### config.mk
export PLATFORM = sky130hd
export DESIGN_NAME = risc_lsu
export DESIGN_NICKNAME = d
export VERILOG_FILES = /design/src/rtl/risc_lsu.sv
export SDC_FILE = /design/constraint.sdc
export NUM_CORES = 1
export LEC_CHECK = 0
export ABC_AREA = 1
export CAP_MARGIN = 40
export CORE_MARGIN = 8
export CORE_UTILIZATION = 48
export CTS_CLUSTER_SIZE = 8
export DETAILED_ROUTE_END_ITERATION = 10
export PLACE_DENSITY = 0.89
export SYNTH_ARGS = -nofsm -noshare
export SYNTH_HDL_FRONTEND = slang
export SYNTH_SLANG_ARGS = --single-unit
### constraint.sdc
create_clock -name clk -period 7.08 [get_ports clk]
set_clock_uncertainty 0.1 [all_clocks]
set_input_delay 0.708 -clock clk [delete_from_list [all_inputs] [get_ports clk]]
set_output_delay 0.708 -clock clk [all_outputs]
set_load 0.05 [all_outputs]
### src/rtl/risc_lsu.sv
// risc_lsu: load/store unit between the execute stage and the data bus.
// Accepts one LB/LH/LW/LBU/LHU/SB/SH/SW request at a time. It drives a
// word-aligned bus beat with byte enables and returns extended load data.
// Build option: define RISC_LSU_MISALIGNED_SPLIT_EN to split word-crossing
// accesses into two beats. Without it, such accesses complete with rsp_err.
//
// state  | meaning
// -------+----------------------------------------------------------
// IDLE   | ready for a request (req_ready=1)
// BEAT0  | first (or only) bus beat outstanding
// BEAT1  | second beat of a word-crossing access (split build only)
// RESP   | one-cycle response pulse, then back to IDLE
module risc_lsu #(
  parameter int XLEN   = 32,
  parameter int ADDR_W = 32
) (
  input  logic              clk,
  input  logic              rst,
  input  logic              req_valid,
  output logic              req_ready,
  input  logic              req_we,
  input  logic [2:0]        req_funct3,
  input  logic [ADDR_W-1:0] req_addr,
  input  logic [XLEN-1:0]   req_wdata,
  output logic              rsp_valid,
  output logic [XLEN-1:0]   rsp_rdata,
  output logic              rsp_err,
  output logic              busy,
  output logic              mem_valid,
  input  logic              mem_ready,
  output logic              mem_we,
  output logic [ADDR_W-1:0] mem_addr,
  output logic [3:0]        mem_be,
  output logic [XLEN-1:0]   mem_wdata,
  input  logic [XLEN-1:0]   mem_rdata
);

  typedef enum logic [1:0] {
    S_IDLE  = 2'd0,
    S_BEAT0 = 2'd1,
    S_BEAT1 = 2'd2,
    S_RESP  = 2'd3
  } state_t;

  state_t state, state_nx;

  logic              we_q;
  logic [2:0]        f3_q;
  logic [ADDR_W-1:0] addr_q;
  logic [XLEN-1:0]   wdata_q;
  logic              err_q;
  logic [XLEN-1:0]   rdata_q;

  logic              illegal_in;
  logic              cross_in;
  logic              err_in;
  logic              split_in;
  logic              last_beat;

  logic [1:0]        off;
  logic [3:0]        base_be;
  logic [ADDR_W-1:0] word_addr;
  logic [XLEN-1:0]   load_shift;
  logic [XLEN-1:0]   load_ext;

  // Decode the incoming request: illegal funct3 and word-crossing detection
  always_comb begin
    if (req_we)
      illegal_in = (req_funct3 >= 3'd3);
    else
      illegal_in = (req_funct3 == 3'd3) || (req_funct3[2:1] == 2'b11);
    cross_in = ((req_funct3[1:0] == 2'd1) && (req_addr[1:0] == 2'd3)) ||
               ((req_funct3[1:0] == 2'd2) && (req_addr[1:0] != 2'd0));
  end

  assign off       = addr_q[1:0];
  assign word_addr = {addr_q[ADDR_W-1:2], 2'b00};

  // Size mask before lane shifting: byte, half, word
  always_comb begin
    case (f3_q[1:0])
      2'd0:    base_be = 4'b0001;
      2'd1:    base_be = 4'b0011;
      default: base_be = 4'b1111;
    endcase
  end

`ifdef RISC_LSU_MISALIGNED_SPLIT_EN
  logic            split_q;
  logic [XLEN-1:0] cap_q;
  logic [7:0]      be_full;

  assign err_in   = illegal_in;
  assign split_in = !illegal_in && cross_in;
  assign be_full  = {4'b0000, base_be} << off;
  assign last_beat = ((state == S_BEAT0) && !split_q) || (state == S_BEAT1);

  // BEAT1 joins the low lanes of this beat with the captured beat0 upper lanes
  always_comb begin
    if (state == S_BEAT1)
      load_shift = (mem_rdata << (6'd32 - {1'b0, off, 3'b000})) |
                   (cap_q >> {off, 3'b000});
    else
      load_shift = mem_rdata >> {off, 3'b000};
  end

  // Split bookkeeping and beat0 upper-lane capture for crossing loads
  always_ff @(posedge clk or posedge rst) begin
    if (rst) begin
      split_q <= 1'b0;
      cap_q   <= '0;
    end else begin
      if (state == S_IDLE && req_valid)
        split_q <= split_in;
      if (state == S_BEAT0 && mem_ready && split_q && !we_q)
        cap_q <= mem_rdata;
    end
  end
`else
  assign err_in    = illegal_in || cross_in;
  assign split_in  = 1'b0;
  assign last_beat = (state == S_BEAT0);
  assign load_shift = mem_rdata >> {off, 3'b000};
`endif

  // Sign/zero extension of the lane-aligned load value
  always_comb begin
    case (f3_q)
      3'd0:    load_ext = {{24{load_shift[7]}}, load_shift[7:0]};
      3'd1:    load_ext = {{16{load_shift[15]}}, load_shift[15:0]};
      3'd4:    load_ext = {24'd0, load_shift[7:0]};
      3'd5:    load_ext = {16'd0, load_shift[15:0]};
      default: load_ext = load_shift;
    endcase
  end

  // State register; reset abandons any beat in flight
  always_ff @(posedge clk or posedge rst) begin
    if (rst) state <= S_IDLE;
    else     state <= state_nx;
  end

  // Next state and bus outputs; bus fields are zero outside a beat
  always_comb begin
    state_nx  = state;
    mem_valid = 1'b0;
    mem_we    = 1'b0;
    mem_addr  = '0;
    mem_be    = '0;
    mem_wdata = '0;
    case (state)
      S_IDLE: begin
        if (req_valid)
          state_nx = err_in ? S_RESP : S_BEAT0;
      end
      S_BEAT0: begin
        mem_valid = 1'b1;
        mem_we    = we_q;
        mem_addr  = word_addr;
        mem_be    = base_be << off;
        if (we_q)
          mem_wdata = wdata_q << {off, 3'b000};
        if (mem_ready)
          state_nx = last_beat ? S_RESP : S_BEAT1;
      end
`ifdef RISC_LSU_MISALIGNED_SPLIT_EN
      S_BEAT1: begin
        mem_valid = 1'b1;
        mem_we    = we_q;
        mem_addr  = word_addr + ADDR_W'(4);
        mem_be    = be_full[7:4];
        if (we_q)
          mem_wdata = wdata_q >> (6'd32 - {1'b0, off, 3'b000});
        if (mem_ready)
          state_nx = S_RESP;
      end
`endif
      S_RESP:  state_nx = S_IDLE;
      default: state_nx = S_IDLE;
    endcase
  end

  // Request capture and response data register
  always_ff @(posedge clk or posedge rst) begin
    if (rst) begin
      we_q    <= 1'b0;
      f3_q    <= '0;
      addr_q  <= '0;
      wdata_q <= '0;
      err_q   <= 1'b0;
      rdata_q <= '0;
    end else begin
      if (state == S_IDLE && req_valid) begin
        we_q    <= req_we;
        f3_q    <= req_funct3;
        addr_q  <= req_addr;
        wdata_q <= req_wdata;
        err_q   <= err_in;
        if (err_in)
          rdata_q <= '0;
      end
      if (last_beat && mem_ready)
        rdata_q <= we_q ? '0 : load_ext;
    end
  end

  assign req_ready = (state == S_IDLE) && !rst;
  assign busy      = (state != S_IDLE);
  assign rsp_valid = (state == S_RESP);
  assign rsp_err   = (state == S_RESP) && err_q;
  assign rsp_rdata = rdata_q;

endmodule

==> impl_metrics.toml <==
[setup_path]
path_class = "register to output port"
end_kind = "output port"
crit_fanout = 48
cp-start-kind = "register"
cp_data_required_time_ns = 6.27
cp_data_arrival_time_ns = 3.17

[status]
outcome = "completed"

[yosys]
synth-main-ff-cell = "dfrtp_1"
ys_warn_count = 0
synth_commonest_cells = "nand2_1, dfrtp_1, o21ai_0, inv_1, nor2_1"
yosys_register_bits = 103
synth_edf_count = 0
syn-mean-instance-area_um2 = 7.014
async_reset_ff_frac = 1.000
synth_cells = 792
synth.area.top_cells = "dfrtp_1, nand2_1, o21ai_0"
synth.most_common_cell = "nand2_1"
synthesis.area_mm2 = 0.005555
yosys.area.top_type = "dfrtp_1"
synth.top_cell.area_share = 0.4640
ys_seq_area_frac = 0.4640
synth_cell_types = 26

[clock_tree]
cts_buffers = 9
htreeDepth = 3
ctsResizeCount = 0
cts_root_buf = "clkbuf_16"
hold_buffers = 0
cts_tree = "done"
cts_setup_buffers = 0
clock_sinks = 103
path_clk_slew_ns = 0.07
max-clock-path-buffers = 2
clk_latency_ns = 0.34

[sta]
tns_ns = 0
slew_violations = 0
finalSetupViolations = 0
hold_viol = 0
worst_pin_slew_ns = 0.7853
layout_min_cycle_time_ns = 3.981
fin_crit_sh = 0.5623
fmax_mhz = 251.2
relSlewSlack = 0.4757
rsz0062_at_grt = "no"

[floorplanning]
die_w_um = 123.6
core-area_mm2 = 0.01137
num_rows = 39
initial_core_util = 0.4886
dieHeight_um = 123.6
ios = 210
die-area_mm2 = 0.01527

[layout]
antenna_cells = 0
final_util = 0.6944
syn2layout_area_growth_pct = 42.12
drive_gt1_frac = 0.04021
final_nets = 1069

[global_route]
grt_max_degree = 70
grt_use_total = 0.2370
grt_pass1_vias = 5467
grt_overflow = 0
grt_antenna_before_repair = 0
grt_pass1_wl_um = 28320

[route]
drc_errors = 0
num_vias = 5732
avgRoutedWirePerCell_um = 16.34
antenna_left = 0
vias_per_cell = 5.150
wirelength_um = 18190
drtIter0Drc = 578
firstDrtPassIters = 5

[placed_design]
dp_hpwl_um = 13490
placement.io_buffers = 207
routabilityCongestion = 0.9051

[min_path]
min_path_type = "register to register"

[pwr]
p_per_area_mw_per_mm2 = 493.7
ir_drop_uv = 293.9
p_leak_nw = 3.772

[job]
maxCapViolCount = 0
per-layer routing:
layer	global-route usage	share of wire
met5	0	0
met2	0.3953	0.48
met3	0.06210	0.092
met1	0.2879	0.40
met4	0.09255	0.023
cells in the final DEF (no fill, tap or decap), types with 4 or more instances in the layout:
cell	n
nand2_1	351
nor2_1	53
a21oi_1	15
inv_1	64
buf_4	4
clkdlybuf4s50_1	207
nand3_1	7
a31oi_1	16
inv_2	4
dfrtp_1	102
o21ai_1	18
clkbuf_16	9
nor3_1	9
o21ai_0	86
registers in the layout, summed over array words and instances (netlist names):
| signal | cells |
|---|---|
| we_q | 1 |
| err_q | 1 |
| rsp_rdata | 32 |
| addr_q | 32 |
| state | 2 |
| f3_q | 3 |
| wdata_q | 32 |
power breakdown:
part / leakage [nW] / internal, mW / switching (mW)
registers: 1.30 / 0.853 / 0.176
logic: 2.32 / 0.708 / 1.65
clock network: 0.149 / 0.286 / 0.224
total: 3.77 / 1.85 / 2.05
stage by stage:
stage | power (mW) | hold slack, ns | std cells | instance area (um2) | setup slack [ns]
after floorplan | 2.678 | 0.3492 | 793 | 5559 | 3.568
after global placement | 3.328 | 0.3612 | 1096 | 7560 | 3.646
after detailed placement | 3.390 | 0.3644 | 1097 | 7587 | 3.506
after CTS | 3.909 | 0.3833 | 1113 | 7895 | 3.126
after global routing | 4.141 | 0.4116 | 1113 | 7895 | 2.926
final | 3.897 | 0.3769 | 1113 | 7895 | 3.099
path summary, 6_finish.rpt:
path                              startpoint            end  slack [ns]  depth (start not counted)
worst max-delay path               addr_q[0]  mem_wdata[18]        3.10                          5
worst min-delay path            rsp_rdata[8]   rsp_rdata[8]        0.38                          2
worst max register to register     addr_q[0]  rsp_rdata[24]        4.32                          8
worst min register to register  rsp_rdata[8]   rsp_rdata[8]        0.38                          2
max in group asynchronous                rst     wdata_q[7]        5.00                          3
min in group asynchronous                rst   rsp_rdata[9]        0.71                          2
critical path: stages (launching register included):
cell and delay [ns]:
dfrtp_2 0.60, buf_4 0.35, inv_2 0.62, nand2_1 0.13
a31oi_1 0.24, clkdlybuf4s50_1 0.84
layout make-up:
type / count / area, um2
fill: 902 / 3475
sequential: 103 / 2579
multi-input combinational: 568 / 2427
timing repair buffer: 212 / 2130
inverter: 71 / 272.8
clock buffer: 10 / 239.0
tap: 143 / 178.9
clock inverter: 6 / 68.82
cells by family after synthesis:
logic type | share of synthesized area
AND/OR/NAND/NOR | 0.3088
AO/OA/AOI/OAI | 0.1268
buffers and inverters | 0.09977
other | 0.0006750
flip-flops | 0.4640
(Power assumes the default switching activity.)
